==> config.mk <==
export PLATFORM = sky130hd
export DESIGN_NAME = logic_unit_arbiter
export DESIGN_NICKNAME = d
export VERILOG_FILES = /design/src/rtl/logic_unit_arbiter.sv
export SDC_FILE = /design/constraint.sdc
export NUM_CORES = 1
export LEC_CHECK = 0
export ABC_AREA = 1
export BUFFER_PORTS_ARGS = -buffer_cell sky130_fd_sc_hd__buf_2
export CELL_PAD_IN_SITES_DETAIL_PLACEMENT = 1
export CELL_PAD_IN_SITES_GLOBAL_PLACEMENT = 1
export CORE_MARGIN = 2
export CORE_UTILIZATION = 41
export CTS_CLUSTER_SIZE = 40
export DETAILED_ROUTE_END_ITERATION = 7
export PLACE_DENSITY_LB_ADDON = 0.1
export SLEW_MARGIN = 20
export SYNTH_ARGS = -nofsm -noshare
export SYNTH_HDL_FRONTEND = slang
export SYNTH_SLANG_ARGS = --single-unit
==> constraint.sdc <==
create_clock -name clk -period 2.4 [get_ports clk]
set_input_delay 0.12 -clock clk [delete_from_list [all_inputs] [get_ports clk]]
set_output_delay 0.12 -clock clk [all_outputs]
set_load 0.1 [all_outputs]
==> src/rtl/logic_unit_arbiter.sv <==
// Two-requester round-robin arbiter feeding a bitwise logic unit; IDLE -> EXEC -> RESP,
// result registered two edges after presentation, held until consumer handshake.
module logic_unit_arbiter #(
    parameter int WIDTH = 8
) (
    input  logic             clk,
    input  logic             rst,
    input  logic             req0_valid,
    output logic             req0_ready,
    input  logic [3:0]       req0_op,
    input  logic [WIDTH-1:0] req0_a,
    input  logic [WIDTH-1:0] req0_b,
    input  logic             req1_valid,
    output logic             req1_ready,
    input  logic [3:0]       req1_op,
    input  logic [WIDTH-1:0] req1_a,
    input  logic [WIDTH-1:0] req1_b,
    output logic             rsp_valid,
    input  logic             rsp_ready,
    output logic             rsp_id,
    output logic [WIDTH-1:0] rsp_data,
    output logic             rsp_err
);

    typedef enum logic [1:0] {IDLE, EXEC, RESP} state_t;

    state_t           state;
    logic [3:0]       op_q;
    logic [WIDTH-1:0] a_q;
    logic [WIDTH-1:0] b_q;
    logic             id_q;
    logic             last;
    logic             gnt_vld;
    logic             gnt_id;
    logic [WIDTH-1:0] res;
    logic             res_err;

    // On a tie the requester not served last wins; last resets to 1 so req0 wins first.
    always_comb begin
        gnt_vld = req0_valid | req1_valid;
        gnt_id  = (req0_valid & req1_valid) ? ~last : req1_valid;
    end

    assign req0_ready = ~rst && (state == IDLE) && gnt_vld && !gnt_id;
    assign req1_ready = ~rst && (state == IDLE) && gnt_vld && gnt_id;

    always_comb begin
        res     = '0;
        res_err = 1'b0;
        case (op_q)
            4'd0:    res = a_q & b_q;
            4'd1:    res = a_q | b_q;
            4'd2:    res = ~a_q;
            4'd3:    res = ~(a_q & b_q);
            4'd4:    res = ~(a_q | b_q);
            4'd5:    res = a_q ^ b_q;
            4'd6:    res = ~(a_q ^ b_q);
            4'd7:    res = a_q;
            4'd8:    res = b_q;
            default: res_err = 1'b1;
        endcase
    end

    always_ff @(posedge clk or posedge rst) begin
        if (rst) begin
            state     <= IDLE;
            op_q      <= '0;
            a_q       <= '0;
            b_q       <= '0;
            id_q      <= 1'b0;
            last      <= 1'b1;
            rsp_valid <= 1'b0;
            rsp_id    <= 1'b0;
            rsp_data  <= '0;
            rsp_err   <= 1'b0;
        end else begin
            case (state)
                IDLE: begin
                    if (gnt_vld) begin
                        op_q  <= gnt_id ? req1_op : req0_op;
                        a_q   <= gnt_id ? req1_a  : req0_a;
                        b_q   <= gnt_id ? req1_b  : req0_b;
                        id_q  <= gnt_id;
                        state <= EXEC;
                    end
                end
                EXEC: begin
                    rsp_data  <= res;
                    rsp_err   <= res_err;
                    rsp_id    <= id_q;
                    rsp_valid <= 1'b1;
                    state     <= RESP;
                end
                RESP: begin
                    if (rsp_ready) begin
                        rsp_valid <= 1'b0;
                        last      <= rsp_id;
                        state     <= IDLE;
                    end
                end
                default: state <= IDLE;
            endcase
        end
    end

endmodule
==> metrics.txt <==
WL final 7.266 mm; worst min path class in -> reg; Worst Max-Slew Pin Slew 0.6281 ns; register bit count reported by yosys 35; maximum VDD drop 858.8 uV; period utilisation layout 80.13%; commonest cells after routing, fill and taps aside 77 x nand2_1, 56 x buf_2, 47 x nand3_1, 40 x nor2_1, 37 x inv_1; CP max FO 21; Buffers on Ports 57; Core Util, Final 52.19%; vias per cell 5.327; met1 Use GR 29.51%; fillers 754; die height 80.59 um; overall routing resource usage 24.45%; post-synthesis mux area share 0.4683%; post-synthesis sequential area ratio 36.47%; CP required 2.28 ns; vias post-DR 2509; Area growth syn-to-layout 20.97%; status completed; Tmin final 1.923 ns; Setup-failing EPs final 0; Leak 1.520 nW; share of cells above drive strength 1 21.55%; mapped cell area 2405 um^2; first-pass GRT wire length 12.16 mm; max_cap viols 0; Die Width 80.59 um; crit-path max cell delay 0.53 ns; final setup TNS 0 ns; Hold Path Stages 2; Worst setup SP type register; largest net degree at the start of global routing 36; Final Hold Fails 0; most common cell after layout, fill and taps aside nand2_1; Compound-Gate Fraction of Synth Area 12.90%; Core Area 5574 um^2; Avg Synthesized Cell Area 7.052 um^2; die area 6494 um^2; worst-path cell chain nand2_1 > nand2_1 > inv_1 > nor3_2 > buf_12; simple-gate portion of the synthesized area 32.41%; Rel. slew slack 58.08%; H-tree depth 2; clock skew 0.01176 ns; WP data arrival 1.80 ns; postcts setup bufs 0; Iter 0 DRT Violations 164; GRT Max-Usage Layer met2; clock-pin slew of the registers on the worst-case setup and hold paths 0.08 ns; GRT overflow 0; met2 Use GR 44.42%; drt pass-1 iters 4; Register Area 877.1 um^2; largest family of logic cells by synthesized area simple AND/OR/NAND/NOR gates; Skew-Pair Late Insertion Delay 0.30 ns; overall power 4.271 mW; Power Dens Cells 1468 nW/um^2; Adder-Cell Fraction of Synth Area 8.325%; Worst Setup Path Type reg -> out; CTS Buf Count 5; XOR/XNOR Fraction of Synth Area 0%; Cells after Synth 341; CTS resizes 0; Root Driver clkbuf_8; CTS Sinks 35; worst r2r path cells 6; post-synthesis cell type count 20; mean routed wirelength per cell 15.43 um; Clock Path Buffers 2; hpwl dp 5.241 mm; fmax 520.0 MHz; number of nets in the layout 459; RD Place Congestion 0.8089; Initial Util 43.14%; antenna violations before repair 0; yosys warns 0; area of the multi-input gates 1311 um^2; num rows 27; Worst path slowest cell dfstp_2; Mapped Nets 402; Remaining DRCs 0; max-slew violation count 0; # IOs 58; GR Layer Usage met3 3.820%; Worst Setup End Kind output port; CTS tree yes; RSZ-0062 raised after global routing false; Crit path top cell by count nand2_1; number of global-route vias before repair 2653; antenna fix cells 0; Final ANT Viol Nets 0
synthesized netlist by cell type, drive strengths merged:
cell type / n / share of area, %
nand2: 77 / 12
nand3b: 4 / 1.2
o22ai: 20 / 5.2
o21ai: 37 / 7.7
dfrtp: 34 / 35
clkbuf: 7 / 1.1
nand3: 47 / 9.8
buf: 7 / 2.1
nor2: 48 / 8.9
dfstp: 1 / 1.1
mux2: 1 / 0.47
nor3: 2 / 0.42
inv: 40 / 6.2
ha: 16 / 8.3
path summary, 6_finish.rpt:
| kind | start | endpoint | slack, ns |
|---|---|---|---|
| max in group asynchronous | rst | last | 1.54 |
| worst max register to register | state[1] | op_q[2] | 0.70 |
| worst min register to register | rsp_data[4] | rsp_data[4] | 0.47 |
| min in group asynchronous | rst | id_q | 0.51 |
| worst max-delay path | last | req0_ready | 0.48 |
| worst min-delay path | rsp_ready | state[1] | 0.02 |
cell type report:
type | instances | area share (%)
multi-input cells | 252 | 45.08
flip-flops and latches | 35 | 30.15
repair buffers | 64 | 12.65
inverters | 40 | 5.161
well taps | 72 | 3.097
clock buffers | 5 | 2.366
clock inverters | 3 | 1.505
power breakdown:
group	switching (mW)	internal [mW]	total (mW)
sequential	0.241	0.877	1.12
combinational	1.86	0.744	2.61
clock	0.236	0.309	0.546
through the flow:
step / setup WS, ns / instance area [um^2] / std cells / hold WS [ns]
floorplan: 0.1782 / 2415 / 341 / 0.2272
global route: 0.3969 / 2909 / 471 / 0.04834
detailed placement: 0.7184 / 2786 / 462 / 0.3007
global placement: 0.7595 / 2786 / 462 / 0.2909
finish: 0.4769 / 2909 / 471 / 0.02048
CTS: 0.4575 / 2909 / 471 / 0.01802
worst max-delay path, delay by kind of cell, from the launching register on:
family                 cells  cell delay (ns)
buffers and inverters      2             0.50
DFF                        1             0.53
and+or+nand+nor            3             0.47
routing by layer:
| layer | share of wire [%] | up-vias |
|---|---|---|
| li1 | - | 1231 |
| met1 | 43 | 1202 |
| met2 | 51 | 64 |
| met3 | 4.8 | 12 |
| met4 | 1.2 | 0 |
| met5 | 0 | - |
registers in the layout, summed over array words and instances (netlist names):
name	cells
a_q	8
b_q	8
rsp_data	8
op_q	4
state	2
id_q	1
last	1
rsp_err	1
rsp_id	1
rsp_valid	1
what timing repair did:
| action | in CTS | in global routing |
|---|---|---|
| hold buffers | 1 | 0 |
| endpoints found under the setup margin | 0 | 0 |
| endpoints found under the hold margin | 34 | 0 |
logic make-up (layout without fill, tap and decap cells):
| logic type | after synthesis | count (layout) |
|---|---|---|
| AO/OA/AOI/OAI | 57 | 57 |
| adder cells (fa/ha/maj) | 16 | 16 |
| buffers and inverters | 54 | 112 |
| flip-flops | 35 | 35 |
| multiplexers | 1 | 1 |
| AND/OR/NAND/NOR | 178 | 178 |
No activity file was read; power rests on OpenSTA's default activity.
